===== src/rtl/exclusive_max_n.sv =====
// N-input exclusive-max for race-logic datapaths: a pulse fires at the latest arrival
// in a gamma window only when that arrival is unique; ties and missing inputs yield null.
module exclusive_max_n #(
    parameter int NUM_INPUTS        = 4,
    parameter int GAMMA_CYCLE_WIDTH = 16,
    parameter int PULSE_WIDTH       = 8
) (
    input  logic                                 aclk,
    input  logic                                 grst,
    input  logic                                 gamma_start,
    input  logic [NUM_INPUTS-1:0]                in,
    output logic                                 q,
    output logic                                 out_valid,
    output logic                                 out_null,
    output logic [$clog2(GAMMA_CYCLE_WIDTH)-1:0] out_time
);

    localparam int TW  = $clog2(GAMMA_CYCLE_WIDTH);
    localparam int GW  = TW + 1;
    localparam int PCW = $clog2(PULSE_WIDTH + 1);

    localparam logic [GW-1:0]  LAST_CNT  = GW'(GAMMA_CYCLE_WIDTH - 1);
    localparam logic [GW-1:0]  GCNT_MAX  = '1;
    localparam logic [PCW-1:0] PULSE_LEN = PCW'(PULSE_WIDTH);

    typedef enum logic [1:0] {
        IDLE    = 2'd0,
        COLLECT = 2'd1,
        DONE    = 2'd2
    } state_t;

    state_t                r_state;
    logic [NUM_INPUTS-1:0] r_arrived;
    logic [GW-1:0]         r_gcnt;
    logic [PCW-1:0]        r_pcnt;
    logic                  r_out_valid;
    logic                  r_out_null;
    logic [TW-1:0]         r_out_time;

    state_t                w_next_state;
    logic [NUM_INPUTS-1:0] w_next_arrived;
    logic [GW-1:0]         w_next_gcnt;
    logic [PCW-1:0]        w_next_pcnt;
    logic                  w_next_out_valid;
    logic                  w_next_out_null;
    logic [TW-1:0]         w_next_out_time;

    logic [NUM_INPUTS-1:0] w_new;
    logic                  w_all;
    logic                  w_was_all;
    logic                  w_single;
    logic                  w_multi;

    // Arrival classification: a channel counts only on its first high sample in the window.
    always_comb begin
        w_new     = in & ~r_arrived;
        w_all     = &(r_arrived | w_new);
        w_was_all = &r_arrived;
        w_single  = (w_new != '0) && ((w_new & (w_new - NUM_INPUTS'(1))) == '0);
        w_multi   = (w_new != '0) && !w_single;
    end

    always_comb begin
        // NOTE: every next-state signal gets a default before any branch so no latch is inferred.
        w_next_state     = r_state;
        w_next_arrived   = r_arrived;
        w_next_gcnt      = r_gcnt;
        w_next_out_valid = 1'b0;
        w_next_out_null  = r_out_null;
        w_next_out_time  = r_out_time;
        w_next_pcnt      = (r_pcnt != '0) ? r_pcnt - PCW'(1) : '0;

        if (gamma_start) begin
            w_next_state   = COLLECT;
            w_next_arrived = '0;
            w_next_gcnt    = '0;
        end else begin
            case (r_state)
                COLLECT: begin
                    w_next_arrived = r_arrived | w_new;
                    w_next_gcnt    = (r_gcnt == GCNT_MAX) ? r_gcnt : r_gcnt + GW'(1);
                    if (w_all && !w_was_all && w_single) begin
                        w_next_state     = DONE;
                        w_next_out_valid = 1'b1;
                        w_next_out_null  = 1'b0;
                        w_next_out_time  = r_gcnt[TW-1:0];
                        w_next_pcnt      = PULSE_LEN;
                    end else if (w_all && w_multi) begin
                        w_next_state     = DONE;
                        w_next_out_valid = 1'b1;
                        w_next_out_null  = 1'b1;
                    end else if (r_gcnt == LAST_CNT) begin
                        w_next_state     = DONE;
                        w_next_out_valid = 1'b1;
                        w_next_out_null  = 1'b1;
                    end
                end
                default: ;
            endcase
        end
    end

    // NOTE: state registers use non-blocking assignments so all flops update from pre-edge values.
    always_ff @(posedge aclk) begin
        if (grst) begin
            r_state     <= IDLE;
            r_arrived   <= '0;
            r_gcnt      <= '0;
            r_pcnt      <= '0;
            r_out_valid <= 1'b0;
            r_out_null  <= 1'b0;
            r_out_time  <= '0;
        end else begin
            r_state     <= w_next_state;
            r_arrived   <= w_next_arrived;
            r_gcnt      <= w_next_gcnt;
            r_pcnt      <= w_next_pcnt;
            r_out_valid <= w_next_out_valid;
            r_out_null  <= w_next_out_null;
            r_out_time  <= w_next_out_time;
        end
    end

    assign q         = (r_pcnt != '0);
    assign out_valid = r_out_valid;
    assign out_null  = r_out_null;
    assign out_time  = r_out_time;

endmodule


===== config.mk =====
export PLATFORM = sky130hd
export DESIGN_NAME = exclusive_max_n
export DESIGN_NICKNAME = d
export VERILOG_FILES = /design/src/rtl/exclusive_max_n.sv
export SDC_FILE = /design/constraint.sdc
export NUM_CORES = 1
export LEC_CHECK = 0
export ABC_AREA = 1
export BUFFER_PORTS_ARGS = -buffer_cell sky130_fd_sc_hd__buf_2
export CAP_MARGIN = 20
export CORE_UTILIZATION = 54
export CTS_CLUSTER_DIAMETER = 30
export DETAILED_ROUTE_END_ITERATION = 6
export HOLD_SLACK_MARGIN = 0.03
export PLACE_DENSITY_LB_ADDON = 0.08
export RECOVER_POWER = 50
export SKIP_CTS_REPAIR_TIMING = 1
export SYNTH_ARGS = -nofsm -noshare
export SYNTH_HDL_FRONTEND = slang
export SYNTH_SLANG_ARGS = --single-unit

===== constraint.sdc =====
create_clock -name aclk -period 2.07 [get_ports aclk]
set_input_delay 0.207 -clock aclk [delete_from_list [all_inputs] [get_ports aclk]]
set_output_delay 0.207 -clock aclk [all_outputs]
set_load 0.05 [all_outputs]

==> summary.md <==
| Metric | Value |
|---|---|
| Outcome | `finished, final reports clean` |
| Worst hold path type | `in -> reg` |
| GP Congestion | `0.702` |
| Max stage delay cell, worst path | `dfxtp_1` |
| Relative slew slack | `0.606` |
| Max-cap check violation count | `0` |
| Final Hold Vio Count | `0` |
| Clk pwr share | `0.248` |
| DR pass1 iterations | `4` |
| Setup TNS | `0 ps` |
| Endpoint class of the critical path | `flip-flop` |
| Unique masters post-synth | `18` |
| IO buf count | `13` |
| CP delay by family, top | `simple AND/OR/NAND/NOR gates` |
| Post-synth design cell area | `a little under 1000 µm²` |
| Pins Over Slew Limit | `0` |
| Clock Latency Late Sink | `300 ps` |
| Drt via density | `between 4 and 5` |
| Mux cell area share after synthesis | `0` |
| Simple-Gate Fraction of Synth Area | `0.331` |
| Wire per inst | `10.3 µm` |
| Post-layout min period | `between 1500 and 2000 ps` |
| CTS sink cnt | `21` |
| WL final | `~1800 µm` |
| Worst-Margin Slew | `around 590 ps` |
| Register area share after synthesis | `0.434` |
| Synth Instances | `137` |
| H-tree levels | `1` |
| CTS Buffer Depth | `2` |
| Worst path max stage delay | `between 300 and 400 ps` |
| Avg Cell Area, Syn | `between 7 and 8 µm²` |
| Share of cells above drive strength 1 | `0.0974` |
| Antenna-violating nets left | `0` |
| Synth Area in Adders | `0.0388` |
| CTS tree | `yes` |
| Buffers and inverters on the worst path | `2` |
| Cell area power density | `737 nW/µm²` |
| Vias in the first global route | `798` |
| Clock-pin slew on the worst setup and hold paths | `120 ps` |
| Diodes inserted | `0` |
| Crit path DAT | `1890 ps` |
| Setup Skew | `1.05 ps` |
| Worst-case vdd ir drop | `0.000536 V` |
| Die Ht | `44.4 µm` |
| Global route overflow | `0` |
| Total number of vias | `880` |
| Crit path kind | `reg -> reg` |
| Initial Util | `0.608` |
| Site row count | `14` |
| Final #Nets | `165` |
| First-pass GRT wire length | `3130 µm` |
| Initial antenna violation count | `0` |
| Int Power | `0.538 mW` |
| Switching part of the total | `0.325` |
| Synthesized Nets | `147` |
| Xor and xnor area share after synthesis | `0.00904` |
| Tcrit/Tclk final | `0.820` |
| Most frequent cells in the layout | `nand2_1 (29), nor2_1 (27), inv_1 (22), dfxtp_1 (21), clkbuf_1 (8)` |
| CP Launch Type | `flip-flop` |
| Layout area overhead | `11.6%` |
| Synth warn | `0` |
| Largest family of logic cells by synthesized area | `simple AND/OR/NAND/NOR gates` |
| Worst Path Max Fanout | `6` |
| # DRC | `0` |
| Initial detailed-routing violation count | `20` |
| Placeable Area | `between 1500 and 2000 µm²` |
| Die ar. | `slightly below 2000 µm²` |
| Layout fillers | `141` |
| Gate power share | `0.206` |
| Psw | `~0.26 mW` |
| Synth Area in Compound Gates | `0.0943` |
| Achievable Freq | `589 MHz` |
| Die W | `44.4 µm` |
| Clock root buffer | `clkbuf_4` |
| Cell Chain, Critical Path | `ha_1 > inv_1 > nor3_1 > ha_1 > nor2_1 > inv_1 > nor3_1 > nor3_1` |
| Pwr Total | `0.797 mW` |
| Num CTS Buffers | `3` |
| Reg power frac | `0.546` |
| RSZ-0062 raised after global routing | `no` |
| I/O pins | `14` |
| Final setup viols | `0` |
| Number of synthesized register bits | `21` |
| Commonest non-fill, non-tap cell in the layout | `nand2_1` |
| Largest net degree at the start of global routing | `13` |
| CP most frequent cell | `nor3_1` |
| Worst EP required | `2260 ps` |
| HPWL after DPL | `1380 µm` |
| GRT Total Usage | `0.211` |
| Leakage | `between 0.4 and 0.5 nW` |
[worst reg2reg max path, stage by stage, from the launching register on]
cell and delay [ps]:
dfxtp_1 360, ha_1 230, inv_1 80, nor3_1 60, ha_1 190, nor2_1 320
inv_1 150, nor3_1 150, nor3_1 60
[per-stage QoR]
stage / util / instance area [µm²] / hold slack [ps] / worst slack (ps) / cells
floorplan: - / 968 / 276 / 593 / 137
global placement: 0.667 / 1060 / 418 / 514 / 174
global route: 0.678 / 1080 / 162 / 225 / 178
detailed placement: 0.667 / 1060 / 420 / 389 / 174
finish: 0.678 / 1080 / 150 / 372 / 178
CTS: 0.684 / 1090 / 87.4 / 391 / 178
[worst paths after layout]
kind | to | depth (start not counted) | from | slack [ps]
worst min-delay path | out_valid | 2 | grst | 150
worst min register to register | r_pcnt[3] | 2 | r_pcnt[3] | 490
worst max-delay path | r_gcnt[2] | 8 | r_gcnt[0] | 370
worst max register to register | r_gcnt[2] | 8 | r_gcnt[0] | 370
[registers in the layout, indices dropped and copies added (netlist names)]
register   count
r_gcnt         5
out_null       1
r_state        2
r_arrived      4
r_pcnt         4
out_valid      1
out_time       4
[power groups by stage]
stage	logic, mW	registers, mW	clock network (mW)
4_1_cts	0.166	0.434	0.203
5_1_grt	0.184	0.437	0.216
3_5_place_dp	0.166	0.443	0
6_report	0.164	0.435	0.198
2_1_floorplan	0.127	0.444	0
3_3_place_gp	0.160	0.442	0
[kinds of logic after synthesis]
logic type                 count (synthesis)
adders and majority gates                  3
and+or+nand+nor                           73
xor gates and xnor gates                   1
buffers and inverters                     24
AOI/OAI and AO/OA                         15
DFF                                       21
[routing by layer]
| metal | routed length, µm | part of all wire | vias up | global-route usage |
|---|---|---|---|---|
| li1 | - | - | 464 | - |
| met1 | 914 | 0.50 | 399 | 0.277 |
| met2 | 867 | 0.47 | 15 | 0.350 |
| met3 | 44 | 0.024 | 2 | 0.0245 |
| met4 | 10 | 0.0054 | 0 | 0.0909 |
| met5 | 0 | 0 | - | 0 |
[synth_stat cells, drive strengths merged]
| master | n | share of area |
|---|---|---|
| nand2 | 31 | 0.13 |
| nor2 | 30 | 0.14 |
| inv | 23 | 0.089 |
| dfxtp | 21 | 0.43 |
| a21oi | 6 | 0.031 |
| nand3 | 6 | 0.031 |
| a211oi | 5 | 0.039 |
| ha | 3 | 0.039 |
| nand4 | 3 | 0.019 |
| nor3 | 3 | 0.015 |
| o21ai | 2 | 0.010 |
| clkinv | 1 | 0.0039 |
| o21bai | 1 | 0.0078 |
| o22ai | 1 | 0.0065 |
| xor2 | 1 | 0.0090 |
[layout make-up]
cell class | instances | area [µm²] | area share
Multi-Input combinational cell | 92 | 458 | 0.424
Sequential cell | 21 | 420 | 0.389
Inverter | 24 | 90.1 | 0.0833
Timing Repair Buffer | 13 | 55.1 | 0.0509
Tap cell | 24 | 30.0 | 0.0278
Clock buffer | 3 | 22.5 | 0.0208
Clock inverter | 1 | 5.00 | 0.00463
Power figures use the tool's default switching activity.
